[src/rtl/store_buffer.sv]
// Store buffer: circular FIFO of pending core stores draining in order toward
// data memory, with a word-granular load-hazard check against pending entries.
module store_buffer #(
  parameter int unsigned DEPTH = 4
) (
  input  logic                     clk,
  input  logic                     reset,
  input  logic                     MemWrite,
  input  logic [31:0]              DataAdr,
  input  logic [31:0]              WriteData,
  input  logic                     MemRead,
  input  logic                     MemReady,
  output logic                     MemWe,
  output logic [31:0]              MemAdr,
  output logic [31:0]              MemWData,
  output logic                     Full,
  output logic                     Empty,
  output logic [$clog2(DEPTH):0]   Count,
  output logic                     LoadHit,
  output logic                     Overflow
);

  localparam int unsigned PW = $clog2(DEPTH);
  localparam int unsigned CW = PW + 1;

  logic [PW-1:0] head_q, head_d;
  logic [PW-1:0] tail_q, tail_d;
  logic [CW-1:0] count_q, count_d;
  logic          overflow_q, overflow_d;

  logic [31:0]   adr_mem_q [DEPTH];
  logic [31:0]   adr_mem_d [DEPTH];
  logic [31:0]   dat_mem_q [DEPTH];
  logic [31:0]   dat_mem_d [DEPTH];

  logic          empty, full, pop, push, hit;
  logic [PW-1:0] offset;

  assign empty = (count_q == '0);
  assign full  = (count_q == CW'(DEPTH));

  // Handshake decode: a pop frees a slot for a push at the same edge.
  always_comb begin
    pop  = !empty && MemReady;
    push = MemWrite && (!full || pop);
  end

  // Pointer, occupancy and sticky overflow next-state; pointers wrap naturally.
  always_comb begin
    head_d     = head_q;
    tail_d     = tail_q;
    count_d    = count_q + CW'(push) - CW'(pop);
    overflow_d = overflow_q | (MemWrite && full && !pop);
    if (pop)  head_d = head_q + PW'(1);
    if (push) tail_d = tail_q + PW'(1);
  end

  // Entry storage next-state: write the incoming store at the tail slot.
  always_comb begin
    adr_mem_d = adr_mem_q;
    dat_mem_d = dat_mem_q;
    if (push) begin
      adr_mem_d[tail_q] = DataAdr;
      dat_mem_d[tail_q] = WriteData;
    end
  end

  // Control state with asynchronous reset.
  always_ff @(posedge clk or posedge reset) begin
    if (reset) begin
      head_q     <= '0;
      tail_q     <= '0;
      count_q    <= '0;
      overflow_q <= 1'b0;
    end else begin
      head_q     <= head_d;
      tail_q     <= tail_d;
      count_q    <= count_d;
      overflow_q <= overflow_d;
    end
  end

  // Entry storage; validity is tracked by pointers and count only.
  always_ff @(posedge clk) begin
    adr_mem_q <= adr_mem_d;
    dat_mem_q <= dat_mem_d;
  end

  // Head presentation and status outputs, all from registered state.
  always_comb begin
    MemWe    = !empty;
    MemAdr   = empty ? '0 : adr_mem_q[head_q];
    MemWData = empty ? '0 : dat_mem_q[head_q];
    Full     = full;
    Empty    = empty;
    Count    = count_q;
    Overflow = overflow_q;
  end

  // Load hazard: an entry is valid when its distance from head is below count;
  // the store being pushed this cycle is not yet in storage, so it never hits.
  always_comb begin
    hit    = 1'b0;
    offset = '0;
    for (int unsigned i = 0; i < DEPTH; i++) begin
      offset = PW'(i) - head_q;
      if (({1'b0, offset} < count_q) && (adr_mem_q[i][31:2] == DataAdr[31:2]))
        hit = 1'b1;
    end
    LoadHit = MemRead && hit;
  end

endmodule

[config.mk]
export PLATFORM = sky130hd
export DESIGN_NAME = store_buffer
export DESIGN_NICKNAME = d
export VERILOG_FILES = /design/src/rtl/store_buffer.sv
export SDC_FILE = /design/constraint.sdc
export NUM_CORES = 1
export LEC_CHECK = 0
export ABC_AREA = 1
export BUFFER_PORTS_ARGS = -buffer_cell sky130_fd_sc_hd__buf_2
export CORE_ASPECT_RATIO = 1.2
export CORE_MARGIN = 5
export CORE_UTILIZATION = 38
export DETAILED_ROUTE_END_ITERATION = 10
export PLACE_DENSITY = 0.56
export SKIP_CTS_REPAIR_TIMING = 1
export SLEW_MARGIN = 20
export SYNTH_ARGS = -nofsm -noshare
export SYNTH_HDL_FRONTEND = slang
export SYNTH_SLANG_ARGS = --single-unit
[constraint.sdc]
create_clock -name clk -period 5.6 [get_ports clk]
set_input_delay 0.56 -clock clk [delete_from_list [all_inputs] [get_ports clk]]
set_output_delay 0.56 -clock clk [all_outputs]
set_load 0.1 [all_outputs]
==> metrics.yaml, run 1 <==
status: "finished clean"
synthArstFlopShare_pct: 3.03
synthCells: 915
synth_area_leaders: "edfxtp_1, xnor2_1, nand2_1, a22oi_1, nand3_1"
final-hold-violation-count: 0
rows: 70
initial_core_util_pct: 38.4
slew_violations: 0
grt_pass1_vias: 7678
die_x_um: 170
path_max_fanout: 42
min-delay-path-class: "input port to register"
seq_area_frac_synth_pct: 67.9
grt_start_max_net_pins: 65
setup_violations: 0
viasPerCell: 5.07
grtUsageTotal_pct: 16.2
place_hpwl_um: 17800
overflow: 0
synth_edf_count: 256
rsz0062_at_grt: "no"
synth_flop_cell: "edfxtp_1"
finalCriticalPeriod_ns: 4.55
antenna_found_initial: 3
finalWorstSetupSlack_ns: 1.05
yosysTopAreaCellShare_pct: 66.1
worstSetupPathType: "register to output port"
worstPathRequired_ns: 5.04
die_area_sq_um: 34200
slew_headroom_pct: 26.8
worstMarginPinSlew_ns: 1.10
clock_skew_ns: 0.0129
fin_nets: 1120
dr.pass1.iters: 4
synth_warnings: 0
critPathArrivalTime_ns: 3.99
synth_seq_cells: 264
ctsLongestPathBuffers: 3
drt-total-wl_um: 28200
max_freq_mhz: 220
cts-root-buf: "clkbuf_16"
cp-end-kind: "output port"
core_area_sq_um: 30300
maxCapViolCount: 0
cts_buffers: 27
yosysMostFrequentCell: "edfxtp_1"
wl_per_cell_um: 19.4
syn_avg_cell_area_sq_um: 12.7
clk_latency_ns: 0.54
htreeDepth: 1
yosysUniqueCellTypes: 30
setup_tns_ns: 0
syn2layout_area_growth_pct: 17.3
drtAntennaViolNets: 0
clkTransAtPathRegs_ns: 0.06
fin_crit_sh_pct: 81.2
grt_pass1_wl_um: 43800
syn-num-nets: 995
synth.cell_area_sq_um: 11600
drive_gt1_share_pct: 19.4
gp_congestion: 0.790
port_buffers: 140
antenna_cells: 0
die_h_um: 202
ys_top_cells_by_count: "edfxtp_1, nand2_1, nand3_1, nor2_1, xnor2_1"
clock-sinks: 264
place_ws_ns: 1.54
synth_top_area_cell: "edfxtp_1"
start_kind: "register"
drtIter0Drc: 388
vias: 7381
ios: 141
cts_tree: "built"
drc: 0
registers in the layout, summed over array words and instances, names as in the netlist:
name and cells:
Count 3, head_q 2, dat_mem_q 128, tail_q 2, adr_mem_q 128, Overflow 1
kinds of logic (layout without fill, tap and decap cells):
| group | after synthesis | count (layout) | synth area share (%) |
|---|---|---|---|
| xor+xnor | 108 | 108 | 8.14 |
| simple gates | 293 | 293 | 10.8 |
| fa+ha+maj | 11 | 11 | 1.25 |
| compound gates | 133 | 133 | 7.86 |
| buf+inv | 106 | 250 | 4.12 |
| flops | 264 | 264 | 67.9 |
critical path: stages (launching register included):
cell	delay (ns)
dfrtp_2	0.94
buf_4	0.48
nor2_4	0.07
buf_4	0.29
nor2_1	0.19
inv_1	0.08
ha_1	0.27
nand2_1	0.07
nand2_1	0.04
nand2_1	0.05
nand3_1	0.08
nor2_1	0.09
nand3_1	0.08
nand2_1	0.10
nor2_1	0.09
nor2_1	0.08
buf_2	0.42
placed cells by master (no fill, tap or decap), types with 3 or more instances in the layout:
cell,instances
edfxtp_1,256
buf_2,140
a22oi_1,55
nand4_1,8
o21ai_0,10
clkinv_1,4
bufinv_16,6
xor2_1,42
dfrtp_1,6
a31oi_1,54
ha_1,10
nand2_1,132
xnor2_1,66
clkbuf_1,7
nor2_1,65
inv_1,47
nor2_4,6
nand3_1,74
a221oi_1,10
clkbuf_16,27
buf_4,10
clkinv_2,3
nor3_1,3
worst paths after layout:
check / end / startpoint / slack (ns) / depth (start not counted)
hold reg to reg: Overflow / Overflow / 0.47 / 1
min in group asynchronous: Overflow / reset / 0.52 / 3
max in group asynchronous: head_q[0] / reset / 4.81 / 3
setup / recovery: LoadHit / head_q[0] / 1.05 / 16
setup reg to reg: Count[2] / Count[0] / 2.71 / 7
hold / removal: dat_mem_q[96] / WriteData[0] / 0.24 / 1
through the flow:
step                      utilization, %  hold WS, ns  instance area, sq um  instances
final                               45.0        0.237                 13600       1455
after global routing                45.0        0.218                 13600       1455
after CTS                           44.9      -0.0409                 13600       1453
after detailed placement            41.8        0.464                 12700       1405
after global placement              41.8        0.457                 12700       1405
after floorplan                        -        0.376                 11600        915
routing by layer:
metal	part of all wire, %	vias up	track usage [%]
li1	-	3545	-
met1	41	3638	19.9
met2	53	154	29.6
met3	4.2	38	2.57
met4	1.8	6	3.74
met5	0.12	-	0
final cells by class:
type	instances	area (sq um)
timing repair buffer	153	833
tap	396	495
clock buffer	34	702
multi-input combinational	545	3310
fill	2840	16700
clock inverter	14	219
inverter	49	184
sequential	264	7890
Power of run 1 is left out: the tool's default activity adds up to more than one toggle a clock period on the data nets, which glitch-free logic cannot reach.
==> run 2: changes to the inputs <==
--- a/config.mk
+++ b/config.mk
@@ -11,7 +11,7 @@
 export CORE_MARGIN = 5
 export CORE_UTILIZATION = 38
 export DETAILED_ROUTE_END_ITERATION = 10
-export PLACE_DENSITY = 0.56
+export PLACE_DENSITY = 0.58
 export SKIP_CTS_REPAIR_TIMING = 1
 export SLEW_MARGIN = 20
 export SYNTH_ARGS = -nofsm -noshare
==> constraint.sdc (replaced) <==
create_clock -name clk -period 3.7 [get_ports clk]
set_input_delay 0.37 -clock clk [delete_from_list [all_inputs] [get_ports clk]]
set_output_delay 0.37 -clock clk [all_outputs]
set_load 0.1 [all_outputs]
==> metrics.yaml, run 2 (same netlist as run 1, synthesis figures left out) <==
cts-root-buf: "clkbuf_16"
drt-total-wl_um: 28600
maxCapViolCount: 0
rsz0062_at_grt: "no"
r2r_setup_slack_ns: 1.49
worstMarginPinSlew_ns: 0.891
fin_nets: 1124
mostFrequentLayoutCells: "edfxtp_1, buf_2, nand2_1, nand3_1, xnor2_1"
grt_pass1_wl_um: 43800
slew_violations: 0
die_x_um: 170
grt_start_max_net_pins: 67
start_kind: "register"
cp-end-kind: "output port"
antenna_found_initial: 2
dr.pass1.iters: 5
wl_per_cell_um: 19.6
place_ws_ns: 0.759
min-delay-path-class: "input port to register"
setup_violations: 0
htreeDepth: 1
ctsLongestPathBuffers: 3
cts_buffers: 28
finalWorstSetupSlack_ns: 0.256
max_freq_mhz: 290
initial_core_util_pct: 38.4
ios: 141
clk_latency_ns: 0.55
finalNonFillerCells: 1461
drtAntennaViolNets: 0
ff2ff_path_depth: 9
grtUsageTotal_pct: 16.4
worstPathRequired_ns: 3.33
die_h_um: 202
clkTransAtPathRegs_ns: 0.06
path_max_fanout: 15
setup_tns_ns: 0
holdWs_ns: 0.0367
place_hpwl_um: 17500
viasPerCell: 5.09
clock_skew_ns: 0.0151
rr_endpoint: "Count[2]"
final-hold-violation-count: 0
min_path_cells: 1
status: "finished clean"
die_area_sq_um: 34200
critPathArrivalTime_ns: 3.07
syn2layout_area_growth_pct: 18.1
clock-sinks: 264
fin_crit_sh_pct: 93.1
worstSetupPathType: "register to output port"
port_buffers: 140
cts_tree: "built"
rows: 70
overflow: 0
layout_commonest_cell: "edfxtp_1"
drive_gt1_share_pct: 20.3
drtIter0Drc: 616
whs_endpoint: "dat_mem_q[120]"
vias: 7442
reg2reg_from: "Count[2]"
grt_pass1_vias: 7610
min_from: "WriteData[24]"
placed_cells: 1409
core_area_sq_um: 30300
gp_congestion: 0.785
finalCriticalPeriod_ns: 3.44
slew_headroom_pct: 40.6
drc: 0
## run 2: metal layers
layer / part of all wire [%] / wire length (um) / global-route usage [%] / vias up
li1: - / - / - / 3561
met1: 41 / 11900 / 21.0 / 3657
met2: 51 / 14700 / 28.8 / 181
met3: 5.2 / 1500 / 2.93 / 39
met4: 1.9 / 555 / 4.06 / 4
met5: 0.087 / 25 / 0 / -
## run 2: per-stage QoR
step,cell area (sq um),utilization [%]
3_5_place_dp,12700,42.1
4_1_cts,13700,45.3
5_1_grt,13700,45.3
6_report,13700,45.3
2_1_floorplan,11600,-
3_3_place_gp,12700,42.1
## run 2: how the worst max path moves through the flow
stage | start | to | slack, ns | depth (start not counted)
after floorplan | Count[0] | adr_mem_q[0] | -0.06 | 4
after global placement | head_q[1] | LoadHit | 0.77 | 14
final | head_q[1] | LoadHit | 0.26 | 14
after global routing | head_q[1] | LoadHit | 0.04 | 15
after CTS | head_q[1] | LoadHit | 0.17 | 14
after detailed placement | head_q[1] | LoadHit | 0.76 | 14
## run 2: final cells by class
class / instances / area [sq um]
multi-input cells: 545 / 3310
flip-flops and latches: 264 / 7890
well taps: 396 / 495
clock buffers: 30 / 708
fillers: 2788 / 16600
clock inverters: 20 / 256
inverters: 49 / 184
repair buffers: 156 / 876
diodes: 1 / 2.50
## run 2: worst max-delay path, stage by stage (launching register included)
cell and delay, ns:
dfrtp_2 0.61, inv_1 0.17, nor2_4 0.40, nor2_1 0.12, ha_1 0.30, nand2_1 0.05, nand2_1 0.05, nand2_1 0.04
nand3_1 0.07, nor2_1 0.04, nand3_1 0.08, nand2_1 0.05, nor2_1 0.28, nor2_2 0.09, buf_12 0.18
Power of run 2 is left out for the same reason.
==> run 3: changes to the inputs <==
--- a/config.mk
+++ b/config.mk
@@ -7,11 +7,14 @@
 export LEC_CHECK = 0
 export ABC_AREA = 1
 export BUFFER_PORTS_ARGS = -buffer_cell sky130_fd_sc_hd__buf_2
+export CELL_PAD_IN_SITES_DETAIL_PLACEMENT = 1
+export CELL_PAD_IN_SITES_GLOBAL_PLACEMENT = 2
 export CORE_ASPECT_RATIO = 1.2
 export CORE_MARGIN = 5
-export CORE_UTILIZATION = 38
+export CORE_UTILIZATION = 36
 export DETAILED_ROUTE_END_ITERATION = 10
-export PLACE_DENSITY = 0.58
+export GPL_TIMING_DRIVEN = 0
+export PLACE_DENSITY = 0.76
 export SKIP_CTS_REPAIR_TIMING = 1
 export SLEW_MARGIN = 20
 export SYNTH_ARGS = -nofsm -noshare
==> metrics.yaml, run 3 (same netlist as run 1, synthesis figures left out) <==
cp.buffers_inverters: 4
mostFrequentLayoutCells: "edfxtp_1, buf_2, nand2_1, nand3_1, xnor2_1"
path_max_fanout: 10
initial_core_util_pct: 36.2
fin_nets: 1179
die_x_um: 174
cts-root-buf: "clkbuf_16"
cp_top_family: "simple AND/OR/NAND/NOR gates"
overflow: 0
drc: 0
cts_tree: "built"
slew_headroom_pct: 41.2
gp_congestion: 0.770
setup_violations: 0
grt_pass1_vias: 8442
fin_crit_sh_pct: 93.0
drt-total-wl_um: 32700
reg2reg_from: "Count[2]"
rows: 72
final-hold-violation-count: 0
htreeDepth: 1
path_cells: "buf_4 > nor2_1 > buf_4 > nor2_1 > inv_1 > ha_1 > nand2_1 > nand2_1 > nand2_1 > nand3_1 > nor2_1 > nand3_1 > nand2_1 > nor2_1 > nor2_2 > clkbuf_4"
ios: 141
clock_skew_ns: 0.00943
ff2ff_path_depth: 7
grt_pass1_wl_um: 49000
setup_tns_ns: 0
maxCapViolCount: 0
worstPathRequired_ns: 3.33
status: "finished clean"
place_hpwl_um: 22700
antenna_found_initial: 3
drtAntennaViolNets: 0
seq_area_sq_um: 7890
min-delay-path-class: "input port to register"
drtIter0Drc: 429
rr_endpoint: "dat_mem_q[61]"
grt_start_max_net_pins: 21
max_freq_mhz: 291
cts_buffers: 28
worstSetupPathType: "register to output port"
vias: 7776
whs_endpoint: "dat_mem_q[1]"
crit_slowest_cell: "dfrtp_1"
cp-end-kind: "output port"
clock-sinks: 264
r2r_setup_slack_ns: 1.34
finalCriticalPeriod_ns: 3.44
drive_gt1_share_pct: 22.9
wl_per_cell_um: 21.4
min_path_cells: 1
die_h_um: 207
worstMarginPinSlew_ns: 0.882
critPathArrivalTime_ns: 3.07
ctsLongestPathBuffers: 3
viasPerCell: 5.09
dr.pass1.iters: 4
min_from: "WriteData[1]"
clkTransAtPathRegs_ns: 0.07
port_buffers: 140
start_kind: "register"
syn2layout_area_growth_pct: 22.9
cpPeakStageDelay_ns: 0.37
core_area_sq_um: 32100
rsz0062_at_grt: "no"
multiInputGateArea_sq_um: 3300
die_area_sq_um: 36000
grtUsageTotal_pct: 17.7
clk_latency_ns: 0.54
layout_commonest_cell: "edfxtp_1"
fill_cells: 3388
slew_violations: 0
## run 3: cell count changes in the layout (fill, tap and decap cells not counted), sizes merged
cell	delta
bufinv	+3
clkinvlp	+1
clkinv	-5
clkbuf	+26
buf	+30
## run 3: worst max path at each step
| stage | start | end | slack [ns] | depth (start not counted) |
|---|---|---|---|---|
| 5_1_grt | head_q[1] | LoadHit | 0.02 | 16 |
| 2_1_floorplan | Count[0] | adr_mem_q[0] | -0.06 | 4 |
| 6_report | head_q[1] | LoadHit | 0.26 | 16 |
| 3_5_place_dp | head_q[1] | LoadHit | 0.70 | 16 |
| 3_3_place_gp | Count[2] | dat_mem_q[56] | -0.92 | 5 |
| 4_1_cts | head_q[1] | LoadHit | 0.1 | 16 |
## run 3: layer usage
metal / vias up / routed length [um] / global-route usage, %
li1: 3670 / - / -
met1: 3888 / 13100 / 20.7
met2: 166 / 17400 / 33.6
met3: 46 / 1750 / 3.52
met4: 6 / 532 / 4.13
met5: - / 34 / 0
## run 3: worst register-to-register path, cell delays in order (launching register included)
cell and delay (ns):
dfrtp_1 0.45, inv_2 0.15, nor3_4 0.05, nand2_1 0.08, nand2_2 0.19, nor2_4 0.65, buf_12 0.27, buf_16 0.21
## run 3: metrics by stage
| step | cell area, sq um | setup slack, ns | cells | util (%) | hold slack (ns) |
|---|---|---|---|---|---|
| 4_1_cts | 14300 | 0.0988 | 1525 | 44.5 | -0.237 |
| 3_5_place_dp | 13200 | 0.698 | 1475 | 41.2 | 0.350 |
| 2_1_floorplan | 11600 | -0.0622 | 915 | - | 0.186 |
| 6_report | 14300 | 0.258 | 1527 | 44.6 | 0.0445 |
| 5_1_grt | 14300 | 0.0204 | 1526 | 44.5 | 0.0188 |
| 3_3_place_gp | 12900 | -0.919 | 1462 | 40.1 | 0.352 |
## run 3: cell type report
| class | instances | area share, % |
|---|---|---|
| Timing Repair Buffer | 154 | 7.39 |
| Tap cell | 407 | 3.56 |
| Clock buffer | 31 | 5.13 |
| Buffer | 57 | 2.07 |
| Sequential cell | 264 | 55.2 |
| Inverter | 49 | 1.29 |
| Clock inverter | 19 | 2.29 |
| Multi-Input combinational cell | 545 | 23.1 |
| Antenna cell | 1 | 0.0175 |
Power of run 3 is left out for the same reason.
